===== src/rtl/tensor_dense_engine.sv =====
// tensor_dense_engine
//   Fully-connected int8 layer engine. For every output neuron (row) it loads
//   the bias word, then streams WPR weight words and WPR activation words in
//   parallel. Each word pair contributes 4 signed 8x8 products to a 32-bit
//   accumulator. The result is requantized (arithmetic shift, optional ReLU,
//   saturation to int8) and emitted on a valid/ready stream.
//
// Ports
//   clk        : single clock, rising edge
//   rst        : synchronous, active-low reset
//   start      : one-cycle request to run a whole layer (accepted in IDLE only)
//   busy       : high while a layer is in progress (BIAS..OUT)
//   done       : one-cycle pulse after the last output handshake
//   mem_ren    : tensor memory read enable (data returns one cycle later)
//   mem_addr   : tensor memory word address
//   mem_rdata  : tensor memory read data (bias word or 4 packed weights)
//   act_ren    : activation buffer read enable (1-cycle latency)
//   act_addr   : activation buffer word address
//   act_rdata  : 4 packed int8 activations
//   out_valid  : result valid
//   out_ready  : downstream ready
//   out_data   : requantized int8 result
//   out_idx    : output neuron index of out_data
module tensor_dense_engine #(
  parameter int IN_DIM  = 3600,
  parameter int OUT_DIM = 64,
  parameter int W_BASE  = 0,
  parameter int B_BASE  = 57600,
  parameter int SHIFT   = 8,
  parameter int RELU    = 1
) (
  input  logic               clk,
  input  logic               rst,
  input  logic               start,
  output logic               busy,
  output logic               done,
  output logic               mem_ren,
  output logic [31:0]        mem_addr,
  input  logic [31:0]        mem_rdata,
  output logic               act_ren,
  output logic [31:0]        act_addr,
  input  logic [31:0]        act_rdata,
  output logic               out_valid,
  input  logic               out_ready,
  output logic signed [7:0]  out_data,
  output logic [15:0]        out_idx
);

  localparam int          WPR       = IN_DIM / 4;
  localparam logic [31:0] WORD_LAST = 32'(WPR - 1);
  localparam logic [15:0] ROW_LAST  = 16'(OUT_DIM - 1);

  typedef enum logic [2:0] {IDLE, BIAS, MAC, DRAIN, OUT, FIN} state_t;

  state_t             state, state_nxt;
  logic [15:0]        row;
  logic [31:0]        word;
  logic signed [31:0] acc;
  logic signed [31:0] dot;
  logic signed [31:0] shifted;
  logic signed [15:0] prod [4];
  logic               load_bias;
  logic               acc_en;

  // Next-state logic and all memory/handshake controls. Reads are only ever
  // issued from BIAS and MAC, so a stall in OUT naturally stops memory traffic.
  always_comb begin
    state_nxt = state;
    busy      = 1'b0;
    done      = 1'b0;
    mem_ren   = 1'b0;
    mem_addr  = '0;
    act_ren   = 1'b0;
    act_addr  = '0;
    out_valid = 1'b0;
    unique case (state)
      IDLE: begin
        if (start) state_nxt = BIAS;
      end
      BIAS: begin
        busy      = 1'b1;
        mem_ren   = 1'b1;
        mem_addr  = 32'(B_BASE) + 32'(row);
        state_nxt = MAC;
      end
      MAC: begin
        busy     = 1'b1;
        mem_ren  = 1'b1;
        act_ren  = 1'b1;
        mem_addr = 32'(W_BASE) + 32'(row) * 32'(WPR) + word;
        act_addr = word;
        if (word == WORD_LAST) state_nxt = DRAIN;
      end
      DRAIN: begin
        busy      = 1'b1;
        state_nxt = OUT;
      end
      OUT: begin
        busy      = 1'b1;
        out_valid = 1'b1;
        if (out_ready) state_nxt = (row == ROW_LAST) ? FIN : BIAS;
      end
      FIN: begin
        done      = 1'b1;
        state_nxt = IDLE;
      end
      default: state_nxt = IDLE;
    endcase
  end

  // Sum of the four lane products of the word pair returned this cycle.
  // Operands are sign-extended to 16 bits so each product is exact.
  always_comb begin
    dot = '0;
    for (int i = 0; i < 4; i++) begin
      prod[i] = 16'($signed(mem_rdata[8*i +: 8])) * 16'($signed(act_rdata[8*i +: 8]));
      dot     = dot + 32'(prod[i]);
    end
  end

  // Requantization of the finished accumulator; outputs are zero outside OUT.
  assign shifted = acc >>> SHIFT;

  always_comb begin
    out_data = '0;
    out_idx  = '0;
    if (state == OUT) begin
      out_idx = row;
      if (RELU != 0 && shifted < 0)
        out_data = '0;
      else if (shifted > 32'sd127)
        out_data = 8'sd127;
      else if (shifted < -32'sd128)
        out_data = -8'sd128;
      else
        out_data = shifted[7:0];
    end
  end

  // State, counters and accumulator. Read data lags the issue by one cycle,
  // so load_bias/acc_en remember what was issued last cycle: the bias lands
  // during MAC word 0 and the final weight word lands during DRAIN.
  always_ff @(posedge clk) begin
    if (!rst) begin
      state     <= IDLE;
      row       <= '0;
      word      <= '0;
      acc       <= '0;
      load_bias <= 1'b0;
      acc_en    <= 1'b0;
    end else begin
      state     <= state_nxt;
      load_bias <= (state == BIAS);
      acc_en    <= (state == MAC);

      if (load_bias)
        acc <= $signed(mem_rdata);
      else if (acc_en)
        acc <= acc + dot;

      if (state == MAC)
        word <= word + 32'd1;
      else
        word <= '0;

      if (state == IDLE && start)
        row <= '0;
      else if (state == OUT && out_ready && row != ROW_LAST)
        row <= row + 16'd1;
    end
  end

endmodule


===== config.mk =====
export PLATFORM = sky130hd
export DESIGN_NAME = tensor_dense_engine
export DESIGN_NICKNAME = d
export VERILOG_FILES = /design/src/rtl/tensor_dense_engine.sv
export SDC_FILE = /design/constraint.sdc
export NUM_CORES = 1
export LEC_CHECK = 0
export ABC_AREA = 1
export CAP_MARGIN = 30
export CORE_MARGIN = 3
export CORE_UTILIZATION = 28
export CTS_BUF_LIST = sky130_fd_sc_hd__clkbuf_4
export DETAILED_ROUTE_END_ITERATION = 12
export GPL_ROUTABILITY_DRIVEN = 0
export HOLD_SLACK_MARGIN = 0.08
export PLACE_DENSITY_LB_ADDON = 0.05
export SLEW_MARGIN = 20
export SYNTH_ARGS = -nofsm -noshare
export SYNTH_HDL_FRONTEND = slang
export SYNTH_SLANG_ARGS = --single-unit

===== constraint.sdc =====
create_clock -name clk -period 21.7 [get_ports clk]
set_input_delay 4.34 -clock clk [delete_from_list [all_inputs] [get_ports clk]]
set_output_delay 4.34 -clock clk [all_outputs]
set_load 0.05 [all_outputs]

==> results_dict.tcl, run 1 <==
set metrics [dict create \
    status "complete, no violations" \
    die_w_microns 302 \
    cp-end-kind "register" \
    post-dp-hpwl_microns 75700 \
    worst-setup-path-type "in -> reg" \
    design.core.area_sq_um 86900 \
    hold_viol_final 0 \
    tightest_slew_ns 1.00 \
    cp_data_required_time_ns 22.19 \
    vias 20100 \
    rsz0062_at_grt "false" \
    nets 4079 \
    post-route-period-util_pct 55.7 \
    multi_input_area_sq_um 19200 \
    crit_top_cell "fa_1" \
    setup_viol 0 \
    grt-ovfl-total 0 \
    setup_ws_ns 9.62 \
    cp.arrival_ns 12.57 \
    worstSetupStartpointType "input pin" \
    postCtsHoldBufs 0 \
    nFillCells 9442 \
    min_period_ns 12.08 \
    hold_class "reg -> reg" \
    critical-path-top-delay-family "adder cells" \
    syn_avg_cell_area_sq_um 7.69 \
    grt_pass1_wl_microns 134000 \
    synth_seq_cells 85 \
    synth-seq-area-share_pct 6.92 \
    maxCapViolCount 0 \
    ys_types 48 \
    yosysWarnings 0 \
    grt_pass1_vias 21800 \
    critPathSlowestCell "clkdlybuf4s50_1" \
    portBuffers 159 \
    firstDrtPassIters 5 \
    layout.cells.non_filler 4459 \
    clkTransAtPathRegs_ns 0.15 \
    cp_num_buf_inv 4 \
    first_iter_violations 1036 \
    syn_inst 3200 \
    pin_count 161 \
    netlist_area_sq_um 24600 \
    cts_num_sinks 85 \
    cts_resized 0 \
    post-place-ws_ns 9.09 \
    path_cells "clkdlybuf4s50_1, nand2_1, fa_1, fa_1, fa_1, fa_1, fa_1, inv_1, fa_1, fa_1, inv_1, fa_1, inv_1, ha_1, a21o_1, a21boi_0, nand2_1, a21oi_1, nand2_1, nand2_1, nand3_1, a21oi_1" \
    synth_nets 3984 \
    cts_tree "yes" \
    die_y_microns 302 \
    fin_setup_tns_ns 0 \
    routed_wl_microns 86100 \
    ys_async_sr_fraction_pct 0 \
    ant_nets 0 \
    design.die.area_sq_um 91500 \
    vias_per_cell 4.51 \
    row_count 108 \
    cp_max_fo 9 \
    placed_cells 4439 \
    cts-root-buf "clkbuf_4" \
    finClkSkew_ns 0.0456 \
    slew_headroom_pct 32.8 \
    ys.flop_type "dfxtp_1" \
    synth_edf_count 0 \
    wl_per_cell_microns 19.3 \
    start_util_pct 28.3 \
    clk_path_buf_depth 2 \
    drc 0 \
    post_cts_buffers 0 \
    cpPeakStageDelay_ns 0.93 \
    grt_util_all_layers_pct 19.5 \
    drv_slew 0 \
    clk_latency_ns 0.58 \
    seq_area_sq_um 1700 \
    antenna_found_initial 6 \
    fmax_mhz 82.8 \
    syn_to_final_growth_pct 12.2 \
    drive_gt1_share_pct 2.52 \
    grt_max_degree 51 \
    cts_buffers 9 \
    h-tree-depth 3 \
]
[sequential cells by signal (all words and copies together), names as in the netlist]
| register | flops |
|---|---|
| row | 16 |
| acc | 32 |
| load_bias | 1 |
| state | 3 |
| word | 32 |
| acc_en | 1 |
[per-layer routing]
metal | track usage [%] | up-vias | wire length, microns
li1 | - | 9664 | -
met3 | 1.71 | 62 | 2300
met5 | 0 | - | 31
met4 | 3.62 | 4 | 1390
met2 | 34.9 | 295 | 43800
met1 | 25.8 | 10100 | 38500
[placed cells by master, fill, tap and decap left out, types with 9 or more instances in the layout]
master,count
a21o_1,10
a21oi_1,149
a22oi_1,22
a31oi_1,10
buf_4,16
clkbuf_4,9
clkdlybuf4s50_1,159
dfxtp_1,85
fa_1,483
ha_1,233
inv_1,893
nand2_1,614
nand3_1,95
nand4_1,39
nor2_1,195
nor3_1,41
nor4_1,12
o21ai_0,82
o22ai_1,9
or2_2,16
xnor2_1,15
xor2_1,32
[stage by stage]
stage          utilization, %  cell area, sq um  hold WS (ns)
5_1_grt                  31.8             27600         0.528
6_report                 31.8             27600         0.505
2_1_floorplan               -             24600         0.453
4_1_cts                  31.8             27600         0.508
3_3_place_gp             31.6             27400         0.484
3_5_place_dp             31.6             27400         0.489
[worst paths after layout]
path | startpoint | endpoint | slack (ns) | depth (start not counted)
min | acc[5] | acc[5] | 0.51 | 2
max | mem_rdata[23] | acc[30] | 9.62 | 22
min reg2reg | acc[5] | acc[5] | 0.51 | 2
max reg2reg | acc[13] | acc[17] | 14.96 | 26
[cells by family after synthesis]
kind of cell	count (synthesis)	share of synthesized area [%]
AND/OR/NAND/NOR	1053	18.3
buffers and inverters	996	15.2
adder cells (fa/ha/maj)	716	51.1
AO/OA/AOI/OAI	302	6.77
flip-flops	85	6.92
XOR/XNOR	47	1.67
other	1	0.0152
[synth_stat cells (2+ instances only)]
cell type | n | area, sq um
inv_1 | 894 | 3360
nand2_1 | 615 | 2310
fa_1 | 483 | 9670
ha_1 | 233 | 2920
nor2_1 | 197 | 739
a21oi_1 | 149 | 746
nand3_1 | 95 | 475
dfxtp_1 | 85 | 1700
clkbuf_1 | 84 | 315
o21ai_0 | 82 | 410
nor3_1 | 41 | 205
nand4_1 | 39 | 244
xor2_1 | 32 | 280
a22oi_1 | 22 | 165
or2_2 | 16 | 100
xnor2_1 | 15 | 131
nor4_1 | 12 | 75.1
a21o_1 | 10 | 75.1
a31oi_1 | 10 | 62.6
o22ai_1 | 9 | 56.3
o21bai_1 | 8 | 60.1
inv_2 | 7 | 26.3
nand3b_1 | 6 | 45.0
nor2_2 | 5 | 31.3
nor3b_1 | 5 | 37.5
a21boi_0 | 4 | 30.0
buf_1 | 4 | 15.0
buf_2 | 4 | 20.0
nand2_2 | 4 | 25.0
and3_1 | 3 | 18.8
nor2_4 | 3 | 33.8
o21a_1 | 3 | 22.5
and2_1 | 2 | 12.5
clkinv_1 | 2 | 7.51
nor3_4 | 2 | 32.5
nor4_2 | 2 | 25.0
o211ai_1 | 2 | 15.0
[tightest hold or removal path: stages, from the launching register on]
cell,delay (ns)
dfxtp_1,0.34
nand2_1,0.07
a31oi_1,0.07
[layout make-up]
class,count,share of cell area (%)
antenna,4,0.0363
clock inverter,7,0.267
tap,1155,5.24
timing repair buffer,177,6.31
multi-input combinational,2119,69.5
sequential,85,6.17
inverter,903,12.3
clock buffer,9,0.245
Power of run 1 is left out: the tool's default activity adds up to more than one toggle a clock period on the data nets, which glitch-free logic cannot reach.
==> run 2: changes to the inputs <==
- clock period: 21.7 -> 11.9 ns (I/O delays scaled with it)
==> run 2 against run 1 <==
Cell area up 0.43%; global-route usage up 0.064 points; register-to-register slack lost 9.8 ns; die area unchanged; critical path depth is 2 higher; clock skew is 0.0036 ns higher; first-iteration DRC count shrank 8.1%; critical path type unchanged; critical endpoint unchanged.
==> results_dict.tcl, run 2 (synthesis results as in run 1) <==
set metrics [dict create \
    wl_per_cell_microns 19.4 \
    grt_pass1_wl_microns 134000 \
    postCtsHoldBufs 0 \
    die_y_microns 302 \
    h-tree-depth 3 \
    row_count 108 \
    start_util_pct 28.3 \
    vias_per_cell 4.52 \
    slew_headroom_pct 33.2 \
    vias 20200 \
    post-dp-hpwl_microns 77100 \
    fin_setup_tns_ns 0 \
    design.die.area_sq_um 91500 \
    nets 4089 \
    clk_path_buf_depth 2 \
    final_cell_mix "inv_1, nand2_1, fa_1, ha_1, nor2_1" \
    routed_wl_microns 86600 \
    rsz0062_at_grt "false" \
    post-route-period-util_pct 83.2 \
    setup_viol 0 \
    cts-root-buf "clkbuf_4" \
    cp-end-kind "register" \
    drv_slew 0 \
    cts_buffers 9 \
    post_cts_buffers 0 \
    firstDrtPassIters 5 \
    status "complete, no violations" \
    reg.largest.list "acc x32, word x32, row x16" \
    cp_max_fo 9 \
    hold_class "reg -> reg" \
    cts_tree "yes" \
    cp.arrival_ns 10.37 \
    worstSetupStartpointType "input pin" \
    grt-ovfl-total 0 \
    maxCapViolCount 0 \
    antenna_found_initial 6 \
    portBuffers 159 \
    clk_latency_ns 0.55 \
    first_iter_violations 952 \
    hold_viol_final 0 \
    final_util_pct 31.9 \
    multi_input_area_sq_um 19200 \
    post-place-ws_ns 1.37 \
    syn_to_final_growth_pct 12.6 \
    grt_max_degree 35 \
    placed_cells 4449 \
    seq_area_sq_um 1700 \
    drive_gt1_share_pct 2.75 \
    tightest_slew_ns 0.997 \
    pin_count 161 \
    min_period_ns 9.90 \
    die_w_microns 302 \
    cts_num_sinks 85 \
    grt_util_all_layers_pct 19.5 \
    clkTransAtPathRegs_ns 0.15 \
    layout.cells.non_filler 4469 \
    cts_resized 0 \
    cp_data_required_time_ns 12.37 \
    finClkSkew_ns 0.0492 \
    drc 0 \
    ant_nets 0 \
    design.core.area_sq_um 86900 \
    grt_pass1_vias 22100 \
    fmax_mhz 101 \
    layout_commonest_cell "inv_1" \
    setup_ws_ns 2.00 \
    worst-setup-path-type "in -> reg" \
    nFillCells 9447 \
]
-- run 2: cell count changes in the layout (fill, tap and decap cells not counted), sizes merged --
| cell | previous run | this run |
|---|---|---|
| buf | 18 | 28 |
| clkinvlp | 4 | 0 |
| clkinv | 3 | 5 |
| bufinv | 1 | 2 |
| clkbuf | 9 | 10 |
-- run 2: final timing paths --
path | start | to | slack (ns) | cells past startpoint
max reg2reg | acc[13] | acc[31] | 5.16 | 26
min reg2reg | acc[5] | acc[5] | 0.51 | 2
min | acc[5] | acc[5] | 0.51 | 2
max | act_rdata[24] | acc[30] | 2.00 | 24
-- run 2: worst max-delay path, stage by stage --
cell	delay [ns]
clkdlybuf4s50_1	0.63
nand2_1	0.22
inv_1	0.10
fa_1	0.71
inv_1	0.14
fa_1	0.55
fa_1	0.61
fa_1	0.48
fa_1	0.86
inv_1	0.38
fa_1	0.56
fa_1	0.55
inv_1	0.06
fa_1	0.53
inv_1	0.05
ha_1	0.34
a21o_1	0.20
a21boi_0	0.35
nand2_1	0.11
a21oi_1	0.19
nand2_1	0.08
nand2_1	0.06
nand3_1	0.06
a21oi_1	0.13
-- run 2: cell type report --
class	instances	share of cell area, %
inverters	903	12.2
multi-input cells	2119	69.1
flip-flops and latches	85	6.14
diodes	4	0.0361
clock inverters	6	0.311
repair buffers	187	6.66
well taps	1155	5.21
clock buffers	10	0.271
-- run 2: through the flow --
stage / hold WS [ns] / cell area, sq um
2_1_floorplan: 0.453 / 24600
3_5_place_dp: 0.488 / 27500
3_3_place_gp: 0.484 / 27500
6_report: 0.507 / 27700
5_1_grt: 0.545 / 27700
4_1_cts: 0.510 / 27700
-- run 2: routing by layer --
| layer | global-route usage, % | share of wire (%) | vias up |
|---|---|---|---|
| met4 | 4.98 | 2.7 | 4 |
| met3 | 2.10 | 3.3 | 90 |
| li1 | - | - | 9690 |
| met2 | 34.7 | 50 | 358 |
| met1 | 25.4 | 44 | 10100 |
| met5 | 0 | 0.035 | - |
Power of run 2 is left out for the same reason.
